**src/rtl/instr_mem_loader.sv**
```systemverilog
// Byte-stream loader for the instruction memory: length header, MSB-first 16-bit words, sequential writes.
// Optional trailing 16-bit checksum stage when INSTR_LOADER_CHECKSUM_EN is defined.
module instr_mem_loader #(
  parameter int                ADDR_W    = 16,
  parameter int                DATA_W    = 16,
  parameter logic [ADDR_W-1:0] BASE_ADDR = '0,
  parameter int                MAX_WORDS = 28
) (
  input  logic              clk,
  input  logic              rst,
  input  logic              start,
  input  logic [7:0]        byte_in,
  input  logic              byte_valid,
  output logic              byte_ready,
  output logic              wr_en,
  output logic [ADDR_W-1:0] wr_addr,
  output logic [DATA_W-1:0] wr_data,
  output logic [15:0]       word_count,
  output logic              busy,
  output logic              done,
  output logic              err
);

  typedef enum logic [3:0] {
    IDLE, LEN_HI, LEN_LO, W_HI, W_LO, WRITE,
`ifdef INSTR_LOADER_CHECKSUM_EN
    CK_HI, CK_LO,
`endif
    DONE, ERR
  } state_t;

  // State entered once the last word (or an empty header) has been handled.
`ifdef INSTR_LOADER_CHECKSUM_EN
  localparam state_t FIN = CK_HI;
`else
  localparam state_t FIN = DONE;
`endif

  state_t      state, nxt;
  logic [15:0] len;
  logic [15:0] n_hdr;
  logic        xfer;
  logic        ready_nxt;
`ifdef INSTR_LOADER_CHECKSUM_EN
  logic [15:0] sum;
  logic [7:0]  ck_hi;
`endif

  assign xfer  = byte_valid && byte_ready;
  assign n_hdr = {len[15:8], byte_in};

  always_comb begin
    nxt       = state;
    ready_nxt = 1'b0;
    case (state)
      IDLE, DONE, ERR: if (start) nxt = LEN_HI;
      LEN_HI: if (xfer) nxt = LEN_LO;
      LEN_LO: if (xfer) begin
        if (n_hdr == 16'd0)                   nxt = FIN;
        else if (n_hdr > 16'(MAX_WORDS))      nxt = ERR;
        else                                  nxt = W_HI;
      end
      W_HI:  if (xfer) nxt = W_LO;
      W_LO:  if (xfer) nxt = WRITE;
      WRITE: nxt = (word_count + 16'd1 == len) ? FIN : W_HI;
`ifdef INSTR_LOADER_CHECKSUM_EN
      CK_HI: if (xfer) nxt = CK_LO;
      CK_LO: if (xfer) nxt = ({ck_hi, byte_in} == sum) ? DONE : ERR;
`endif
      default: nxt = IDLE;
    endcase
    // byte_ready is a registered decode of the state being entered.
    case (nxt)
`ifdef INSTR_LOADER_CHECKSUM_EN
      CK_HI, CK_LO,
`endif
      LEN_HI, LEN_LO, W_HI, W_LO: ready_nxt = 1'b1;
      default:                    ready_nxt = 1'b0;
    endcase
  end

  always_ff @(posedge clk) begin
    if (rst) begin
      state      <= IDLE;
      byte_ready <= 1'b0;
      wr_en      <= 1'b0;
      busy       <= 1'b0;
      done       <= 1'b0;
      err        <= 1'b0;
      wr_addr    <= BASE_ADDR;
      wr_data    <= '0;
      word_count <= '0;
      len        <= '0;
`ifdef INSTR_LOADER_CHECKSUM_EN
      sum        <= '0;
      ck_hi      <= '0;
`endif
    end else begin
      state      <= nxt;
      byte_ready <= ready_nxt;
      wr_en      <= (nxt == WRITE);
      busy       <= !(nxt == IDLE || nxt == DONE || nxt == ERR);
      done       <= (nxt == DONE);
      err        <= (nxt == ERR);

      if ((state == IDLE || state == DONE || state == ERR) && start) begin
        word_count <= '0;
        wr_addr    <= BASE_ADDR;
`ifdef INSTR_LOADER_CHECKSUM_EN
        sum        <= '0;
`endif
      end

      if (xfer) begin
        case (state)
          LEN_HI: len[15:8]     <= byte_in;
          LEN_LO: len[7:0]      <= byte_in;
          W_HI:   wr_data[15:8] <= byte_in;
          W_LO:   wr_data[7:0]  <= byte_in;
`ifdef INSTR_LOADER_CHECKSUM_EN
          CK_HI:  ck_hi         <= byte_in;
`endif
          default: ;
        endcase
      end

      if (state == WRITE) begin
        word_count <= word_count + 16'd1;
        wr_addr    <= wr_addr + ADDR_W'(2);
`ifdef INSTR_LOADER_CHECKSUM_EN
        sum        <= sum + wr_data;
`endif
      end
    end
  end

endmodule

```
**config.mk**
```make
export PLATFORM = sky130hd
export DESIGN_NAME = instr_mem_loader
export DESIGN_NICKNAME = d
export VERILOG_FILES = /design/src/rtl/instr_mem_loader.sv
export SDC_FILE = /design/constraint.sdc
export NUM_CORES = 1
export LEC_CHECK = 0
export CORE_MARGIN = 1.5
export CORE_UTILIZATION = 25
export CTS_BUF_LIST = sky130_fd_sc_hd__clkbuf_16
export CTS_CLUSTER_SIZE = 28
export DETAILED_ROUTE_END_ITERATION = 8
export GPL_TIMING_DRIVEN = 0
export SLEW_MARGIN = 30
export SYNTH_ARGS = -nofsm -noshare
export SYNTH_HDL_FRONTEND = slang
export SYNTH_SLANG_ARGS = --single-unit
```
**constraint.sdc**
```tcl
create_clock -name clk -period 5.21 [get_ports clk]
set_clock_uncertainty 0.2 [all_clocks]
set_input_delay 1.3025 -clock clk [delete_from_list [all_inputs] [get_ports clk]]
set_output_delay 1.3025 -clock clk [all_outputs]
set_load 0.01 [all_outputs]
```
==> Word level (Yosys, flattened, before mapping) <==
Cells that the tools add are included.
{ "word_totals": {"ff_bits": 73, "inputBits": 12, "elab_cells": 60} }
{ "op_classes": {"add_sub_neg": 2, "magnitude_cmp": 1, "eq_ne": 15, "n_mux": 13, "reduce_logical": 17} }
{ "ops": {"columns": ["cell", "count"], "rows": [
  ["16-bit two-way mux", 3],
  ["4-bit by 3-bit == test with 1-bit output, second input constant", 8],
  ["4-bit one-hot mux with 6 select lines", 1],
  ["4-bit two-way mux", 5],
  ["16-bit by 1-bit adder with 16-bit output, second input constant", 1],
  ["16-bit by 2-bit adder with 16-bit output, second input constant", 1],
  ["16-bit == test", 1],
  ["4-bit by 2-bit == test with 1-bit output, second input constant", 4],
  ["16-bit by 5-bit > comparator with 1-bit output, second input constant", 1],
  ["16-bit zero test", 1],
  ["3-bit two-way mux", 3],
  ["4-bit by 1-bit == test with 1-bit output, second input constant", 2],
  ["4-bit zero test", 2],
  ["2-bit AND reduction", 4],
  ["1-bit logical OR", 4],
  ["4-bit OR reduction", 1],
  ["3-bit OR reduction", 1],
  ["1-bit logical AND", 2],
  ["2-bit nonzero test", 1],
  ["1-bit zero test", 1],
  ["1-bit two-way mux", 1]
]} }

==> Logic depth before layout (Yosys ltp) <==
Gate-level depths: netlist (run 1).
{ "logic_depth": {"depth_word": 9, "depth_mapped": 9} }

==> Worst setup path after synthesis (run 1) <==
Ideal clock, no wire load.
{ "synth_path": {"path_kind": "input-to-reg", "from": "input port byte_in[0]", "to": "register busy", "setup_time_ns": 0.103, "arrival_time_ns": 2.919, "setup_slack_ns": 1.987, "stages": 6, "path_buffers": 0, "path_cell_list": "or4_1 > nor2_1 > and3b_1 > o22a_4 > mux2_4 > a2111oi_2"} }
{ "synth_between": {"elab_chain_len": 9, "word_cells_on_any_way": 12, "classes_between": "1 x order compare; 2 x eq/ne; 4 x mux; 5 x reduce/logical"} }
{ "synth_rtl": {"columns": ["item", "line_no", "rtl"], "rows": [
  ["from (decl)", "12", "input logic [7:0] byte_in,"],
  ["16-bit by 5-bit > comparator with 1-bit output", "60", "else if (n_hdr > 16'(MAX_WORDS)) nxt = ERR;"],
  ["3-bit two-way mux", "60", null],
  ["3-bit two-way mux (*)", "59", "if (n_hdr == 16'd0) nxt = FIN;"],
  ["4-bit two-way mux (*)", "58", "LEN_LO: if (xfer) begin"],
  ["4-bit one-hot mux with 6 select lines (*)", "55", "case (state)"],
  ["4-bit by 3-bit == test with 1-bit output / 4-bit zero test (equally long branches)", "102", "busy <= !(nxt == IDLE || nxt == DONE || nxt == ERR);"],
  ["1-bit logical OR", "102", null],
  ["1-bit logical OR (*)", "102", null],
  ["1-bit zero test (*)", "102", null],
  ["to (signal assigned)", "102", null],
  ["to (decl)", "19", "output logic busy,"]
]} }
Mark *: on every way between the ends. The rest lies on a longest branch, timed or not.
A chain may end at the register's enable or synchronous reset.

==> Worst setup path after layout (run 1) <==
{ "layout_path": {"from": "input port byte_in[1]", "to": "register busy"} }
Same word-level chain as after synthesis.

==> results of run 1 <==
## synthesized netlist by cell type (all sizes together), types with 3 or more instances
cell	count	area [µm²]
nor2	73	274
dfxtp	72	1440
mux2i	35	350
nand2	26	97.6
a21oi	23	115
clkbuf	18	67.6
o21ai	16	80.1
nor3	15	75.1
xnor2	14	123
and3	13	81.3
buf	12	72.6
nand3	12	60.1
xor2	12	105
nand4	10	62.6
nor4	8	50.1
a31oi	7	43.8
a311oi	5	43.8
nand3b	4	30.0
nor2b	4	25.0
or4	4	30.0
a2111oi	3	33.8
a211oi	3	22.5
a22oi	3	22.5
and4	3	26.3
mux2	3	37.5
o22ai	3	18.8
or3	3	18.8
## worst reg2reg max path: stages (launching register included)
cell	delay [ns]
sky130_fd_sc_hd__dfxtp_1	0.50
sky130_fd_sc_hd__ha_1	0.21
sky130_fd_sc_hd__clkbuf_1	0.29
sky130_fd_sc_hd__and3_1	0.34
sky130_fd_sc_hd__nand4_1	0.20
sky130_fd_sc_hd__xnor2_1	0.18
sky130_fd_sc_hd__or4_1	0.58
sky130_fd_sc_hd__nor4_1	0.41
sky130_fd_sc_hd__a2111oi_0	0.21
## cells by family (layout without fill, tap and decap cells)
group / after synthesis / count (layout) / share of synthesized area (%)
muxes: 38 / 38 / 10.5
buffers and inverters: 32 / 111 / 4.01
DFF: 72 / 72 / 39.1
and+or+nand+nor: 187 / 187 / 25.2
xor gates and xnor gates: 27 / 27 / 6.80
AOI/OAI and AO/OA: 76 / 76 / 13.6
adders and majority gates: 2 / 2 / 0.679
other: 1 / 2 / 0.102
## final cells by class
class | instances | share of cell area [%]
multi-input cells | 332 | 43.2
well taps | 184 | 4.74
inverters | 2 | 0.154
clock inverters | 7 | 1.80
repair buffers | 63 | 13.0
flip-flops and latches | 72 | 29.7
clock buffers | 9 | 4.63
plain buffers | 30 | 2.88
## per-stage QoR
step           total power [mW]  hold slack (ns)  setup WS [ns]  area [µm²]  utilization (%)
3_5_place_dp              0.613            0.284           1.27        4550             31.4
5_1_grt                    1.30            0.330           1.35        4860             33.6
3_3_place_gp              0.612            0.276           1.07        4550             31.4
6_report                   1.26            0.298           1.60        4860             33.6
2_1_floorplan             0.586            0.284           1.99        3690                -
4_1_cts                    1.27            0.303           1.61        4860             33.6
## cells in the final DEF, fill, tap and decap left out, types with 4 or more instances in the layout
| cell | instances |
|---|---|
| sky130_fd_sc_hd__clkdlybuf4s50_1 | 63 |
| sky130_fd_sc_hd__nand2_1 | 26 |
| sky130_fd_sc_hd__nand3b_1 | 4 |
| sky130_fd_sc_hd__nor2b_1 | 4 |
| sky130_fd_sc_hd__buf_2 | 7 |
| sky130_fd_sc_hd__clkbuf_1 | 18 |
| sky130_fd_sc_hd__nand4_1 | 10 |
| sky130_fd_sc_hd__and3_1 | 13 |
| sky130_fd_sc_hd__nor2_1 | 73 |
| sky130_fd_sc_hd__a311oi_1 | 5 |
| sky130_fd_sc_hd__xor2_1 | 12 |
| sky130_fd_sc_hd__xnor2_1 | 14 |
| sky130_fd_sc_hd__nor3_1 | 15 |
| sky130_fd_sc_hd__nand3_1 | 12 |
| sky130_fd_sc_hd__clkbuf_16 | 9 |
| sky130_fd_sc_hd__o21ai_0 | 14 |
| sky130_fd_sc_hd__a31oi_1 | 7 |
| sky130_fd_sc_hd__a21oi_1 | 23 |
| sky130_fd_sc_hd__dfxtp_1 | 72 |
| sky130_fd_sc_hd__or4_1 | 4 |
| sky130_fd_sc_hd__mux2i_1 | 35 |
| sky130_fd_sc_hd__nor4_1 | 8 |
## registers in the layout, indices dropped and copies added, names as in the netlist
| register | count |
|---|---|
| wr_data | 16 |
| wr_en | 1 |
| byte_ready | 1 |
| wr_addr | 15 |
| busy | 1 |
| word_count | 16 |
| state | 4 |
| len | 16 |
| done | 1 |
| err | 1 |
## power by group through the flow
stage                     registers [mW]  clock network (mW)  logic (mW)
after floorplan                    0.565                   0      0.0219
after global placement             0.565                   0      0.0476
after detailed placement           0.565                   0      0.0483
after CTS                          0.552               0.667      0.0483
after global routing               0.552               0.694      0.0521
final                              0.552               0.658      0.0484
## routing by layer
metal	vias up	GRT usage (%)	share of wire (%)
met5	-	0	0
met4	0	6.36	3.2
met3	29	3.91	6.5
met2	139	22.4	44
met1	1680	18.7	46
li1	1724	-	-
## path summary, 6_finish.rpt
check / startpoint / end / slack (ns) / cells past startpoint
hold / removal: wr_data[8] / wr_data[8] / 0.30 / 2
hold reg to reg: wr_data[8] / wr_data[8] / 0.30 / 2
setup reg to reg: word_count[0] / byte_ready / 1.91 / 8
setup / recovery: byte_in[1] / busy / 1.60 / 7
==> flow_metrics.py, run 1 <==
metrics = {
    "die": {
        "chip_width_um": 124,
        "floorplan.initialDensity_pct": 25.4,
        "fp.dieH_um": 124,
        "ios": 65,
        "design.die.area_mm2": 0.0155,
        "std_cell_rows": 44,
        "core_area_mm2": 0.0145,
    },
    "detailed_routing": {
        "drt_iter0_markers": 271,
        "drt_wl_total_mm": 11.0,
        "detail_route.drc_violations": 0,
        "vias": 3572,
        "detail_route.vias_per_cell": 5.11,
        "route.detailed.wl_per_inst_um": 15.7,
        "drtAntennaViolNets": 0,
        "detailedRoute.firstPassIterationCount": 5,
    },
    "placed_design": {
        "place_congestion": 0.841,
        "numPlacedInstances": 683,
        "dp.final_hpwl_mm": 7.78,
        "port_buffers": 63,
    },
    "sta": {
        "final_hold_viol_count": 0,
        "tns_ns": 0,
        "final_max_slew_viol_count": 0,
        "setup_viol": 0,
        "timing_worst_slew_pin_value_ns": 0.886,
        "timing.final.crit_share_pct": 69.3,
        "period_minus_slack_ns": 3.61,
        "grt_setup_unrepaired": "no",
        "slew-limit-headroom_pct": 40.5,
        "achievable_freq_ghz": 0.277,
    },
    "power": {
        "register_share_of_total_power_pct": 43.9,
        "internal_power_mw": 0.983,
        "clock_power_share_pct": 52.3,
        "logic_pwr_share_pct": 3.8,
        "ir_drop_uv": 141,
        "total_leakage_power_nw": 1.89,
        "switchingPower_mw": 0.276,
        "sw_frac_of_total_pct": 21.9,
        "cellPowerDensity_mw_per_mm2": 259,
    },
    "global_route": {
        "grt_usage_pct": 14.4,
        "grt_antenna_before_repair": 0,
        "grt_first_pass_wirelength_mm": 17.9,
        "grt_max_degree": 13,
        "via_count_of_the_first_global_routing_pass": 3461,
        "grt_overflow_total": 0,
    },
    "job": {
        "maxCapViolCount": 0,
    },
    "yosys": {
        "synth_top_flop_cell": "sky130_fd_sc_hd__dfxtp_1",
        "syn_area_per_cell_um2": 8.47,
        "synth_enable_flop_cells": 0,
        "warnings_synthesis": 0,
        "synth_area_mm2": 0.00368,
        "synth_cell_type_count": 56,
        "synth_seq_cells": 72,
        "syn-instance-count": 435,
        "synth.yosys.seq_area_share_pct": 39.1,
        "async_reset_ff_share_pct": 0,
    },
    "clock_tree": {
        "clock_path_buffers": 2,
        "cts.repair_timing.setup_buffer_count": 0,
        "post_cts_hold_buffer_count": 0,
        "clk_transition_reported_paths_ns": 0.06,
        "clock_sink_count": 72,
        "numCtsBuffers": 9,
        "post_cts_resized": 0,
        "clock_insertion_delay_worst_skew_ns": 0.34,
        "tritoncts": "built",
        "cts-htree-levels": 3,
        "cts.root.buffer_cell": "sky130_fd_sc_hd__clkbuf_16",
    },
    "finish": {
        "register_area_mm2": 0.00144,
        "layout-drive-gt1-share_pct": 6.41,
        "area_of_combinational_cells_with_multiple_inputs_mm2": 0.00210,
        "insertedDiodeCount": 0,
        "area.growth.synth_to_final_pct": 32.0,
        "post_layout_nonfiller_instances": 699,
        "nNetsFinal": 524,
        "fill_cell_count": 1503,
    },
    "status": {
        "outcome": "finished clean",
    },
    "setup_path": {
        "cp-end-kind": "flop",
        "worstPathArrival_ns": 3.64,
        "worst-endpoint-required_ns": 5.24,
        "critical_path.max_fanout": 6,
        "critical_path.top_delay_family": "simple AND/OR/NAND/NOR gates",
        "crit_path_max_incr_delay_ns": 0.56,
        "timing.critical_path.cells": "clkdlybuf4s50_1 -> or4_1 -> nor2_1 -> and3b_1 -> o22a_4 -> mux2_4 -> a2111oi_2",
        "worstSetupPathType": "primary input to flop",
        "critical_path_buf_inv_count": 1,
        "slowest_stage": "sky130_fd_sc_hd__clkdlybuf4s50_1",
        "critical_path_start_type": "primary input",
    },
    "min_path": {
        "worstHoldPathType": "flop to flop",
    },
}
(Power assumes the default switching activity.)
==> run 2, diff against run 1 <==
clock period = 3.7 ns   (was 5.21 ns; I/O delays follow)
==> results of run 2 <==
Same layout as run 1 (identical final DEF). Status: finished clean.
Main changes from that run: setup slack after placement 1.27 ns -> 0.138 ns; setup slack after layout 1.60 ns -> 0.403 ns; start point of the critical path byte_in[1] -> word_count[0]; end point of the critical path busy -> byte_ready; register-to-register setup slack 1.91 ns -> 0.40 ns; total power 1.26 mW -> 1.77 mW; worst IR drop on VDD 141 µV -> 199 µV
==> run 3, diff against run 2 <==
==> constraint.sdc (replaced) <==
create_clock -name clk -period 3.7 [get_ports clk]
set_clock_uncertainty 0.2 [all_clocks]
set_input_delay 0.555 -clock clk [delete_from_list [all_inputs] [get_ports clk]]
set_output_delay 0.555 -clock clk [all_outputs]
set_load 0.01 [all_outputs]
==> results of run 3 <==
Same layout as run 1 (identical final DEF). Status: finished clean.
Main changes from that run: setup slack after placement 1.27 ns -> 0.468 ns; setup slack after layout 1.60 ns -> 0.403 ns; start point of the critical path byte_in[1] -> word_count[0]; end point of the critical path busy -> byte_ready; register-to-register setup slack 1.91 ns -> 0.40 ns; total power 1.26 mW -> 1.77 mW; worst IR drop on VDD 141 µV -> 199 µV
